==> config.mk <==
export PLATFORM = sky130hd
export DESIGN_NAME = uart_rx_flat
export DESIGN_NICKNAME = d
export VERILOG_FILES = /design/src/rtl/uart_rx_if.sv /design/src/rtl/uart_rx.sv /design/src/flat_wrapper.sv
export SDC_FILE = /design/constraint.sdc
export NUM_CORES = 1
export LEC_CHECK = 0
export CELL_PAD_IN_SITES_DETAIL_PLACEMENT = 2
export CELL_PAD_IN_SITES_GLOBAL_PLACEMENT = 2
export CORE_MARGIN = 5
export CORE_UTILIZATION = 37
export CTS_CLUSTER_DIAMETER = 200
export CTS_CLUSTER_SIZE = 20
export DETAILED_ROUTE_END_ITERATION = 16
export HOLD_SLACK_MARGIN = 0.06
export PLACE_DENSITY_LB_ADDON = 0.1
export SYNTH_ARGS = -nofsm -noshare
export SYNTH_HDL_FRONTEND = slang
export SYNTH_SLANG_ARGS = --single-unit
==> constraint.sdc <==
create_clock -name CLK -period 3.1 [get_ports CLK]
set_input_delay 0.93 -clock CLK [delete_from_list [all_inputs] [get_ports CLK]]
set_output_delay 0.93 -clock CLK [all_outputs]
set_load 0.1 [all_outputs]
==> src/rtl/uart_rx_if.sv <==
// CPU-facing bus of the HACK UART receiver: serial line in, polled status/data word out.
interface uart_rx_if;
  logic        RX;
  logic        load;
  logic [15:0] out;
  logic        FERR;
  logic        OVR;

  modport master (
    output RX,
    output load,
    input  out,
    input  FERR,
    input  OVR
  );

  modport slave (
    input  RX,
    input  load,
    output out,
    output FERR,
    output OVR
  );
endinterface

==> src/rtl/uart_rx.sv <==
// UART 8N1 receiver presenting bytes as a polled HACK word (0x8000 = empty).
// Define UART_RX_FIFO_EN to replace the single holding register by a FIFO_DEPTH-entry FIFO.
module uart_rx #(
  parameter int BAUD_DIV   = 868,
  parameter int FIFO_DEPTH = 4
) (
  input  logic     CLK,
  input  logic     RST_N,
  uart_rx_if.slave bus
);

  localparam logic [1:0]  ST_IDLE    = 2'd0;
  localparam logic [1:0]  ST_START   = 2'd1;
  localparam logic [1:0]  ST_DATA    = 2'd2;
  localparam logic [1:0]  ST_STOP    = 2'd3;
  localparam logic [15:0] HALF_LAST  = 16'(BAUD_DIV / 2 - 1);
  localparam logic [15:0] BIT_LAST   = 16'(BAUD_DIV - 1);
  localparam logic [15:0] EMPTY_WORD = 16'h8000;
  // An illegal parameterisation leaves the receiver permanently idle instead of misbehaving.
  localparam bit CFG_OK = (BAUD_DIV >= 4) && (BAUD_DIV <= 65535) &&
                          (FIFO_DEPTH >= 2) && ((FIFO_DEPTH & (FIFO_DEPTH - 1)) == 0);

  function automatic logic [15:0] byte_word(input logic [7:0] b);
    byte_word = {8'h00, b};
  endfunction

  logic        rx_meta_r;
  logic        rx_s_r;
  logic [1:0]  state_r;
  logic [1:0]  state_n;
  logic [15:0] baud_r;
  logic [15:0] baud_n;
  logic [2:0]  bit_r;
  logic [2:0]  bit_n;
  logic [7:0]  shift_r;
  logic [7:0]  shift_n;
  logic        armed_r;
  logic        armed_n;
  logic        commit_s;
  logic        ferr_s;
  logic        ferr_r;
  logic        ovr_r;
  logic [15:0] out_r;

  // two-flop synchroniser for the asynchronous serial line
  always_ff @(posedge CLK) begin
    if (!RST_N) begin
      rx_meta_r <= 1'b1;
      rx_s_r    <= 1'b1;
    end else begin
      rx_meta_r <= bus.RX;
      rx_s_r    <= rx_meta_r;
    end
  end

  // frame FSM next-state: start qualification, mid-bit sampling, stop check
  always_comb begin
    state_n  = state_r;
    baud_n   = baud_r;
    bit_n    = bit_r;
    shift_n  = shift_r;
    armed_n  = armed_r;
    commit_s = 1'b0;
    ferr_s   = 1'b0;
    case (state_r)
      ST_IDLE: begin
        // after a framing error the line must be seen high before a new start counts
        if (rx_s_r) begin
          armed_n = 1'b1;
        end else begin
          armed_n = armed_r;
        end
        if (!rx_s_r && armed_r && CFG_OK) begin
          state_n = ST_START;
          baud_n  = 16'd0;
        end else begin
          state_n = ST_IDLE;
        end
      end
      ST_START: begin
        if (baud_r == HALF_LAST) begin
          baud_n = 16'd0;
          if (!rx_s_r) begin
            state_n = ST_DATA;
            bit_n   = 3'd0;
          end else begin
            state_n = ST_IDLE;
          end
        end else begin
          baud_n = baud_r + 16'd1;
        end
      end
      ST_DATA: begin
        if (baud_r == BIT_LAST) begin
          baud_n         = 16'd0;
          shift_n[bit_r] = rx_s_r;
          if (bit_r == 3'd7) begin
            state_n = ST_STOP;
          end else begin
            bit_n = bit_r + 3'd1;
          end
        end else begin
          baud_n = baud_r + 16'd1;
        end
      end
      ST_STOP: begin
        if (baud_r == BIT_LAST) begin
          baud_n  = 16'd0;
          state_n = ST_IDLE;
          if (rx_s_r) begin
            commit_s = 1'b1;
          end else begin
            ferr_s  = 1'b1;
            armed_n = 1'b0;
          end
        end else begin
          baud_n = baud_r + 16'd1;
        end
      end
      default: begin
        state_n = ST_IDLE;
        baud_n  = 16'd0;
        bit_n   = 3'd0;
      end
    endcase
  end

  // frame FSM state registers
  always_ff @(posedge CLK) begin
    if (!RST_N) begin
      state_r <= ST_IDLE;
      baud_r  <= 16'd0;
      bit_r   <= 3'd0;
      shift_r <= 8'h00;
      armed_r <= 1'b1;
      ferr_r  <= 1'b0;
    end else begin
      state_r <= state_n;
      baud_r  <= baud_n;
      bit_r   <= bit_n;
      shift_r <= shift_n;
      armed_r <= armed_n;
      ferr_r  <= ferr_s;
    end
  end

`ifdef UART_RX_FIFO_EN
  localparam int AW = $clog2(FIFO_DEPTH);

  logic [7:0]  mem_r [FIFO_DEPTH];
  logic [AW:0] wr_ptr_r;
  logic [AW:0] rd_ptr_r;
  logic [AW:0] wr_ptr_n;
  logic [AW:0] rd_ptr_n;
  logic        empty_s;
  logic        full_s;
  logic        pop_s;
  logic        push_s;
  logic        drop_s;
  logic [15:0] head_n;

  // FIFO control; head_n is the word shown once this cycle's push/pop have landed
  always_comb begin
    empty_s  = (wr_ptr_r == rd_ptr_r);
    full_s   = (wr_ptr_r[AW] != rd_ptr_r[AW]) && (wr_ptr_r[AW-1:0] == rd_ptr_r[AW-1:0]);
    pop_s    = bus.load && !empty_s;
    push_s   = commit_s && (!full_s || pop_s);
    drop_s   = commit_s && full_s && !pop_s;
    wr_ptr_n = wr_ptr_r + {{AW{1'b0}}, push_s};
    rd_ptr_n = rd_ptr_r + {{AW{1'b0}}, pop_s};
    if (wr_ptr_n == rd_ptr_n) begin
      head_n = EMPTY_WORD;
    end else if (rd_ptr_n == wr_ptr_r) begin
      // the new head is the byte being pushed right now, not yet in the array
      head_n = byte_word(shift_r);
    end else begin
      head_n = byte_word(mem_r[rd_ptr_n[AW-1:0]]);
    end
  end

  // FIFO storage array
  always_ff @(posedge CLK) begin
    if (push_s) begin
      mem_r[wr_ptr_r[AW-1:0]] <= shift_r;
    end
  end

  // FIFO pointers and registered outputs
  always_ff @(posedge CLK) begin
    if (!RST_N) begin
      wr_ptr_r <= '0;
      rd_ptr_r <= '0;
      out_r    <= EMPTY_WORD;
      ovr_r    <= 1'b0;
    end else begin
      wr_ptr_r <= wr_ptr_n;
      rd_ptr_r <= rd_ptr_n;
      out_r    <= head_n;
      ovr_r    <= drop_s;
    end
  end
`else
  logic [15:0] hold_n;
  logic        drop_s;

  // single holding register: same-cycle clear and commit keeps the new byte
  always_comb begin
    hold_n = out_r;
    drop_s = 1'b0;
    if (commit_s) begin
      if (out_r[15] || bus.load) begin
        hold_n = byte_word(shift_r);
      end else begin
        drop_s = 1'b1;
      end
    end else if (bus.load) begin
      hold_n = EMPTY_WORD;
    end else begin
      hold_n = out_r;
    end
  end

  // holding register and overrun pulse
  always_ff @(posedge CLK) begin
    if (!RST_N) begin
      out_r <= EMPTY_WORD;
      ovr_r <= 1'b0;
    end else begin
      out_r <= hold_n;
      ovr_r <= drop_s;
    end
  end
`endif

  assign bus.out  = out_r;
  assign bus.FERR = ferr_r;
  assign bus.OVR  = ovr_r;

endmodule

==> src/flat_wrapper.sv <==
// flat-port wrapper written by rule: the top's interface ports become plain ports
module uart_rx_flat 
#(
  parameter int BAUD_DIV   = 868,
  parameter int FIFO_DEPTH = 4
)
  (CLK, RST_N, bus_RX, bus_load, bus_out, bus_FERR, bus_OVR);
  uart_rx_if bus_i ();
  input  logic CLK;
  input  logic RST_N;
  input wire logic [$bits(bus_i.RX)-1:0] bus_RX;
  input wire logic [$bits(bus_i.load)-1:0] bus_load;
  output wire logic [$bits(bus_i.out)-1:0] bus_out;
  output wire logic [$bits(bus_i.FERR)-1:0] bus_FERR;
  output wire logic [$bits(bus_i.OVR)-1:0] bus_OVR;
  assign bus_i.RX = bus_RX;
  assign bus_i.load = bus_load;
  assign bus_out = bus_i.out;
  assign bus_FERR = bus_i.FERR;
  assign bus_OVR = bus_i.OVR;
  uart_rx #(.BAUD_DIV(BAUD_DIV), .FIFO_DEPTH(FIFO_DEPTH)) u_core (.CLK(CLK), .RST_N(RST_N), .bus(bus_i));
endmodule
==> run metrics, run 1 <==
status=complete, no violations; r2r setup slk=approximately 0.69 ns; Antenna Cells=0; Reg2Reg Depth=6; net switching power=between 200 and 300 µW; Core Region=between 0.005 and 0.006 mm²; fin crit share=around 78%; Resized cells post-CTS=0; first-pass GRT wire length=approximately 11000 µm; die area=about 0.0077 mm²; Starting Density=37.9%; Critical Path AT=around 2.6 ns; dpl cells=about 350; Peak Freq=415 MHz; Rel. slew slack=between 40% and 50%; Met2 Wirelength=between 2000 and 3000 µm; Buffers on Ports=14; num ports=22; Clock Latency Late Sink=~0.3 ns; critical path required time=approximately 3.3 ns; maxcap violations=0; initial antenna violation count=0; total gr overflow=0; clk buf depth=2; RSZ-0062 raised after global routing=no; met3 WL=between 150 and 200 µm; synth top area cells=dfxtp_1 (38%), a21oi_1 (5.1%), ha_1 (4.5%), o21ai_0 (4.0%), nand3_1 (3.8%); Post-Syn Instances=270; power density cells=~440 mW/mm²; CP Class=register to register; Post-Layout Cell Count=355; largest net degree at the start of global routing=22; Reg power frac=roughly half; final setup TNS=0 ns; Iter 0 DRT Violations=roughly 70; vias in the first global route=between 2000 and 2500; uppermost layer routed=met4; min-delay worst type=register to register; Post-CTS Setup Bufs=0; Tot GR Track Use=17.4%; Final Hold Vio Count=0; CTS tree=built; Clock transition at path regs=around 0.08 ns; slowest CP cell=nor4_1; Post-synth ARST share=0%; hpwl dp=4600 µm; cell chain of the critical path=or4bb_1 -> nor4_1 -> a41oi_1 -> buf_4 -> a22oi_1 -> nor2_1; sw frac=between 20% and 30%; worst-margin pin slew=between 0.8 and 0.9 ns; root buf cell=clkbuf_8; Syn Area/Cell=8.30 µm²; met1 WL=3010 µm; worst-path fanout max=9; EDFF count, synth=0; highest cell delay on the worst timing path=approximately 0.56 ns; Die Y=87.8 µm; top-count cell post-synth=dfxtp_1; Pins Over Slew Limit=0; Setup violations, final=0; Worst setup SP type=register; CP Capture Type=register; Vias=roughly 2100; total power=roughly 1100 µW; Synth area leader=dfxtp_1; routed len/inst=between 15 and 20 µm; antenna viol nets, final=0; post-synth top area share=a little under two fifths; Min Clock Period, post-route=about 2.4 ns; Layout Skew=between 0.01 and 0.015 ns; DRC viols=0; Yosys cell types=49; Peak VDD IR=between 150 and 200 µV; Detailed Route WL=6120 µm; Synthesis Warnings=0; clk sinks=43; Comb pwr share=under 10%; LEAKAGE=0.000879 µW; DR pass1 iterations=4; Final Wtd Congestion=roughly 0.8; #FFs+latches synth=43; Vias per Instance=5.80; internal power=approximately 830 µW; Clk network pwr share=approximately two fifths; register area share after synthesis=a little under two fifths; Final #Nets=between 200 and 300; H-tree depth=2; # hold bufs at CTS=0; Mapped Area=roughly 0.0022 mm²; ys flop type=dfxtp_1; CTS buffer count=5; Area Growth Syn to Fin=11.8%; row cnt=28; Die Width=approximately 88 µm; layout cells sized above 1=10.4%; hold depth=1; synth cell count leaders=dfxtp_1 (43), a21oi_1 (23), nor2_1 (19)
cell usage in the layout, fill, tap and decap left out, types with 4 or more instances in the layout:
cell type  synthesis  layout
a21oi_1           23      23
a22oi_1            8       8
a31oi_1            9       9
and3_1             6       6
buf_4              7      15
clkbuf_8           0       6
conb_1             1       7
dfxtp_1           43      43
ha_1               8       8
inv_1             11      11
nand2_1           14      14
nand2b_1           8       8
nand3_1           17      17
nand4_1            8       8
nor2_1            19      19
nor2b_1            4       4
nor3_1             4       4
nor4_1             6       6
o21ai_0           18      18
registers in the layout, summed over array words and instances (netlist names), named ones only:
name,count
u_core.baud_r,16
u_core.bus.out,9
u_core.shift_r,8
u_core.bit_r,3
u_core.armed_r,1
u_core.bus.FERR,1
u_core.bus.OVR,1
u_core.rx_meta_r,1
u_core.rx_s_r,1
u_core.state_r,1
layout make-up:
type                    count  area [µm²]
clock buffers               6        82.6
clock inverters             2        35.0
fillers                   695        3410
inverters                  11        41.3
multi-input cells         200        1250
flip-flops and latches     43         861
well taps                  75        93.8
repair buffers             18         143
per-stage QoR:
stage / util [%] / setup WS (ns) / cell area (µm²) / hold slack [ns]
4_1_cts: 42.3 / 0.702 / 2510 / 0.427
3_3_place_gp: 40.3 / 0.537 / 2390 / 0.404
5_1_grt: 42.3 / 0.473 / 2510 / 0.446
3_5_place_dp: 40.3 / 0.492 / 2390 / 0.400
2_1_floorplan: - / 1.02 / 2260 / 0.386
6_report: 42.3 / 0.693 / 2510 / 0.420
power groups by stage:
stage	registers [µW]	clock network [µW]	logic (µW)
6_report	558	455	81.4
5_1_grt	559	502	88.0
4_1_cts	558	476	82.6
3_5_place_dp	571	0	82.8
3_3_place_gp	571	0	82.3
2_1_floorplan	569	0	73.8
layer usage:
metal / global-route usage (%) / vias to the layer above
met5: 0 / -
met4: 5.30 / 0
met3: 3.39 / 6
met2: 28.8 / 32
li1: - / 999
met1: 23.0 / 1023
critical path: cells and delay by family, from the launching register on:
| family | cells | cell delay (ns) |
|---|---|---|
| buffers and inverters | 1 | 0.22 |
| AND/OR/NAND/NOR | 3 | 1.15 |
| AO/OA/AOI/OAI | 2 | 0.41 |
| flip-flops | 1 | 0.50 |
cell families (layout without fill, tap and decap cells):
kind of cell	count (synthesis)	in the layout	share of synthesized area [%]
other	1	7	0.167
AOI/OAI and AO/OA	77	77	22.2
and+or+nand+nor	105	105	26.6
xor gates and xnor gates	1	1	0.391
buffers and inverters	33	37	6.86
muxes	2	2	0.949
DFF	43	43	38.4
adders and majority gates	8	8	4.46
worst paths after layout:
check / from / to
hold reg to reg: u_core.rx_meta_r / u_core.rx_s_r
hold / removal: u_core.rx_meta_r / u_core.rx_s_r
setup reg to reg: u_core.baud_r[6] / u_core.bus.out[5]
setup / recovery: u_core.baud_r[6] / u_core.bus.out[5]
Note: power is estimated with default switching activity, not from simulation.
==> inputs of run 2 (changes only) <==
- CORE_UTILIZATION: 37 -> 31
- clock period: 3.1 -> 2 ns (I/O delays scaled with it)
==> run 2 against run 1 <==
The flow now finishes with violations (negative setup slack). Clock-buffer cell count stayed put. Worst hold slack better by 0.0092 ns. Largest power group unchanged. Die area is 17% higher. Critical endpoint is now u_core.baud_r[13]. Register-to-register slack worse by 0.76 ns.
==> run metrics, run 2 (same netlist as run 1, synthesis figures left out) <==
slowest CP cell=or4_4 (was nor4_1); Vias=2255 (was 2060); fin util=45.7% (was 42.3%); Die Y=95.0 µm (was 87.8 µm); DRC viols=0 (unchanged); Tot GR Track Use=18.1% (was 17.4%); FILL cells=797 (was 695); met1 Use GR=22.8% (was 23.0%); most frequent cells in the layout=buf_4 (48), dfxtp_1 (39), nor2_1 (18) (was dfxtp_1 (43), a21oi_1 (23), nor2_1 (19)); cell chain of the critical path=or4_4 -> o41a_1 -> o21a_4 -> buf_6 -> a31oi_1 -> o21ai_1 (was or4bb_1 -> nor4_1 -> a41oi_1 -> buf_4 -> a22oi_1 -> nor2_1); H-tree depth=2 (unchanged); power density cells=488 mW/mm² (was 437 mW/mm²); Worst setup SP type=register (unchanged); clk sinks=43 (unchanged); final setup TNS=-0.953 ns (was 0 ns); final instance area=0.00326 mm² (was 0.00251 mm²); Core Region=0.00714 mm² (was 0.00592 mm²); Critical Path AT=2.26 ns (was 2.59 ns); Largest register FFs=16 (unchanged); Final #Nets=339 (was 291); row cnt=31 (was 28); CTS buffer count=5 (unchanged); Setup violations, final=24 (was 0); status=finished with violations (was complete, no violations); Die Width=95.0 µm (was 87.8 µm); violated checks=negative setup slack; routed len/inst=18.7 µm (was 17.2 µm); CTS tree=built (unchanged); placed inst area=0.00287 mm² (was 0.00239 mm²); CP Class=register to register (unchanged); dpl cells=412 (was 347); root buf cell=clkbuf_8 (unchanged); antenna viol nets, final=0 (unchanged); Area Growth Syn to Fin=45.6% (was 11.8%); Clock Latency Late Sink=0.30 ns (about the same); Peak Freq=483 MHz (was 415 MHz); hpwl dp=5770 µm (was 4600 µm); Final Wtd Congestion=0.766 (was 0.804); RSZ-0062 raised after global routing=yes (was no); Final Hold Vio Count=0 (unchanged); LEAKAGE=0.00116 µW (was 0.000879 µW); largest net degree at the start of global routing=23 (was 22); CP Capture Type=register (unchanged); critical path required time=2.19 ns (was 3.29 ns); Layout Skew=0.0104 ns (was 0.0110 ns); grt peak-use layer=met2 (unchanged); DR pass1 iterations=4 (unchanged); Min Hold Slack=0.429 ns (was 0.420 ns); crit-path leading delay family=compound AO/OA/AOI/OAI gates (was simple AND/OR/NAND/NOR gates); Buffers on Ports=14 (unchanged); vias in the first global route=2399 (was 2111); clk buf depth=2 (unchanged); post-route setup slack=-0.0712 ns (was 0.693 ns); WP buf/inv=1 (unchanged); Largest Register=u_core.baud_r (unchanged); Post-Layout Cell Count=427 (was 355); initial antenna violation count=0 (unchanged); Clock transition at path regs=0.08 ns (about the same); commonest non-fill, non-tap cell in the layout=buf_4 (was dfxtp_1); first-pass GRT wire length=12500 µm (was 10700 µm); Vias per Instance=5.28 (was 5.80); Detailed Route WL=7980 µm (was 6120 µm); min-delay worst type=register to register (unchanged); layout cells sized above 1=35.1% (was 10.4%); Antenna Cells=0 (unchanged); highest cell delay on the worst timing path=0.59 ns (was 0.56 ns); total gr overflow=0 (unchanged); met2 Track Usage GR=32.2% (was 28.8%); Min Clock Period, post-route=2.07 ns (was 2.41 ns); die area=0.00903 mm² (was 0.00772 mm²); worst-path fanout max=5 (was 9); maxcap violations=0 (unchanged); Iter 0 DRT Violations=55 (was 71); met3 Track Usage GR=2.92% (was 3.39%); Pins Over Slew Limit=0 (unchanged); fin crit share=104% (was 77.7%); Peak VDD IR=210 µV (was 192 µV); Starting Density=31.4% (was 37.9%); num ports=22 (unchanged)
-- run 2: changes by cell type in the layout (fill, tap and decap cells not counted), sizes merged --
cell / delta
clkinvlp: +1
clkbuf: +1
buf: +47
bufinv: -1
-- run 2: stage by stage --
stage,setup WS [ns],power (µW)
after detailed placement,-0.173,1040
after floorplan,-0.0512,997
final,-0.0712,1590
after global routing,-0.166,1660
after global placement,-0.110,1030
after CTS,-0.0463,1610
-- run 2: path summary, 6_finish.rpt --
path / startpoint / to / slack (ns) / depth (start not counted)
worst min register to register: u_core.rx_meta_r / u_core.rx_s_r / 0.43 / 1
worst max-delay path: u_core.baud_r[13] / u_core.baud_r[13] / -0.07 / 6
worst min-delay path: u_core.rx_meta_r / u_core.rx_s_r / 0.43 / 1
worst max register to register: u_core.baud_r[13] / u_core.baud_r[13] / -0.07 / 6
-- run 2: cell type report --
cell class | instances | area, µm² | share of cell area [%]
Inverter | 11 | 41.3 | 1.26
Tap cell | 99 | 124 | 3.79
Multi-Input combinational cell | 200 | 1480 | 45.2
Clock buffer | 6 | 72.6 | 2.22
Sequential cell | 43 | 866 | 26.5
Clock inverter | 2 | 12.5 | 0.383
Timing Repair Buffer | 66 | 673 | 20.6
-- run 2: what timing repair did --
item,4_1_cts,5_1_grt
gates cloned,0,1
resized for setup,17,42
pin swaps,13,18
hold buffers,0,0
buffers inserted,2,4
setup endpoints to repair,28,38
-- run 2: worst register-to-register path, cell delays in order (launching register included) --
cell and delay [ns]:
dfxtp_1 0.31, or4_4 0.59, o41a_1 0.41, o21a_4 0.29, buf_6 0.14, a31oi_1 0.14
o21ai_1 0.08
-- run 2: layer usage --
metal / share of wire (%) / vias up
li1: - / 1099
met1: 47 / 1122
met2: 50 / 27
met3: 2.1 / 7
met4: 1.2 / 0
met5: 0 / -
-- run 2: where the power goes --
group	internal, µW	total [µW]	switching (µW)
combinational	47.9	168	120
clock	245	561	317
sequential	859	863	4.32
==> inputs of run 3 (changes only) <==
- PLACE_DENSITY: default -> 0.87
- PLACE_DENSITY_LB_ADDON: 0.1 -> default
==> run 3 against run 2 <==
Clock-buffer cell count did not move. First-iteration DRC count is 130% higher. Largest cell class unchanged. Non-clock buffer count is 7 higher. Global-route usage up 3.5 points. Register-to-register slack got worse by 0.12 ns. The flow still finishes with violations (negative setup slack). Routed wire length is 36% higher.
==> run metrics, run 3 (same netlist as run 1, synthesis figures left out) <==
die area=0.00903 mm² (unchanged); first-pass GRT wire length=14700 µm (was 12500 µm); fin util=48.6% (was 45.7%); root buf cell=clkbuf_8 (unchanged); Final Wtd Congestion=0.841 (was 0.766); Clock transition at path regs=0.10 ns (was 0.08 ns); Peak Freq=456 MHz (was 483 MHz); Final Hold Vio Count=0 (unchanged); Iter 0 DRT Violations=124 (was 55); Final #Nets=346 (was 339); DR pass1 iterations=4 (unchanged); final setup TNS=-2.83 ns (was -0.953 ns); Largest Register=u_core.baud_r (unchanged); fin crit share=110% (was 104%); total gr overflow=0 (unchanged); Peak VDD IR=330 µV (was 210 µV); Detailed Route WL=10900 µm (was 7980 µm); layout cells sized above 1=41.5% (was 35.1%); Die Width=95.0 µm (unchanged); Buffers on Ports=14 (unchanged); largest net degree at the start of global routing=22 (was 23); Clock Latency Late Sink=0.31 ns (was 0.30 ns); Rel. slew slack=between 50 and 60%; Die Y=95.0 µm (unchanged); Min Hold Slack=0.485 ns (was 0.429 ns); power density cells=523 mW/mm² (was 488 mW/mm²); Layout Skew=0.0124 ns (was 0.0104 ns); antenna viol nets, final=0 (unchanged); H-tree depth=2 (unchanged); cell chain of the critical path=or4_4 -> o41a_1 -> o21a_4 -> buf_6 -> a31oi_1 -> o21ai_1 (unchanged); clk sinks=43 (unchanged); Largest register FFs=16 (unchanged); Min Clock Period, post-route=2.20 ns (was 2.07 ns); hold depth=1 (unchanged); Setup violations, final=37 (was 24); Vias=2453 (was 2255); Pins Over Slew Limit=0 (unchanged); Area Growth Syn to Fin=54.7% (was 45.6%); CTS buffer count=5 (unchanged); Antenna Cells=0 (unchanged); RSZ-0062 raised after global routing=yes (unchanged); vias in the first global route=2618 (was 2399); CTS tree=built (unchanged); Critical Path AT=2.39 ns (was 2.26 ns); num ports=22 (unchanged); DRC viols=0 (unchanged); Worst setup SP type=register (unchanged); highest cell delay on the worst timing path=0.58 ns (was 0.59 ns); worst-margin pin slew=approximately 0.69 ns; worst-path fanout max=8 (was 5); critical path required time=2.20 ns (was 2.19 ns); Reg2Reg Depth=6 (unchanged); Tot GR Track Use=21.6% (was 18.1%); post-route setup slack=-0.195 ns (was -0.0712 ns); total power=1820 µW (was 1590 µW); Starting Density=31.4% (unchanged); hpwl dp=6300 µm (was 5770 µm); min-delay worst type=register to register (unchanged); violated checks=negative setup slack (unchanged); row cnt=31 (unchanged); maxcap violations=0 (unchanged); Vias per Instance=5.65 (was 5.28); status=finished with violations (unchanged); routed len/inst=25.1 µm (was 18.7 µm); clk buf depth=2 (unchanged); LEAKAGE=0.00124 µW (was 0.00116 µW); CP Capture Type=register (unchanged); initial antenna violation count=0 (unchanged); slowest CP cell=or4_4 (unchanged); commonest non-fill, non-tap cell in the layout=buf_4 (unchanged); Core Region=0.00714 mm² (unchanged); most frequent cells in the layout=buf_4 (52), dfxtp_1 (38), nor2_1 (17) (was buf_4 (48), dfxtp_1 (39), nor2_1 (18)); CP Class=register to register (unchanged)
[run 3: worst max-delay path, delay by kind of cell (launching register included)]
family,cells,cell delay (ns)
simple gates,1,0.58
flops,1,0.33
compound gates,4,1.00
buf+inv,1,0.16
[run 3: final cells by class]
class	count	area, µm²
Fill cell	760	3670
Multi-Input combinational cell	200	1580
Sequential cell	43	870
Timing Repair Buffer	73	732
Tap cell	99	124
Clock buffer	6	82.6
Inverter	11	41.3
Clock inverter	2	38.8
[run 3: power breakdown]
group	total, µW	internal [µW]	switching [µW]
registers	864	858	6.13
logic	184	55.3	129
clock network	768	412	356
total	1820	1320	491
[run 3: per-stage QoR]
stage	worst slack, ns	area (µm²)	instances
final	-0.195	3470	434
after global routing	-0.233	3470	434
after CTS	-0.157	3200	430
after detailed placement	-0.179	2950	420
after global placement	-0.0575	2950	420
after floorplan	-0.0512	2280	276
[run 3: what timing repair did]
| item | CTS | global route |
|---|---|---|
| hold buffers | 0 | 0 |
| endpoints found under the setup margin | 37 | 37 |
| buffers inserted | 2 | 4 |
| pin swaps | 25 | 25 |
| gates resized for setup | 37 | 51 |
[run 3: worst paths after layout]
path	start	endpoint	slack, ns
worst max-delay path	u_core.baud_r[15]	u_core.baud_r[13]	-0.20
worst min-delay path	u_core.rx_meta_r	u_core.rx_s_r	0.48
worst max register to register	u_core.baud_r[15]	u_core.baud_r[13]	-0.20
worst min register to register	u_core.rx_meta_r	u_core.rx_s_r	0.48
[run 3: per-layer routing]
layer  routed length, µm  global-route usage, %  up-vias
met5                   0                      0        -
met1                4510                   24.3     1252
met2                5730                   39.5       70
met3                 383                   4.18       22
li1                    -                      -     1109
met4                 276                   9.25        0
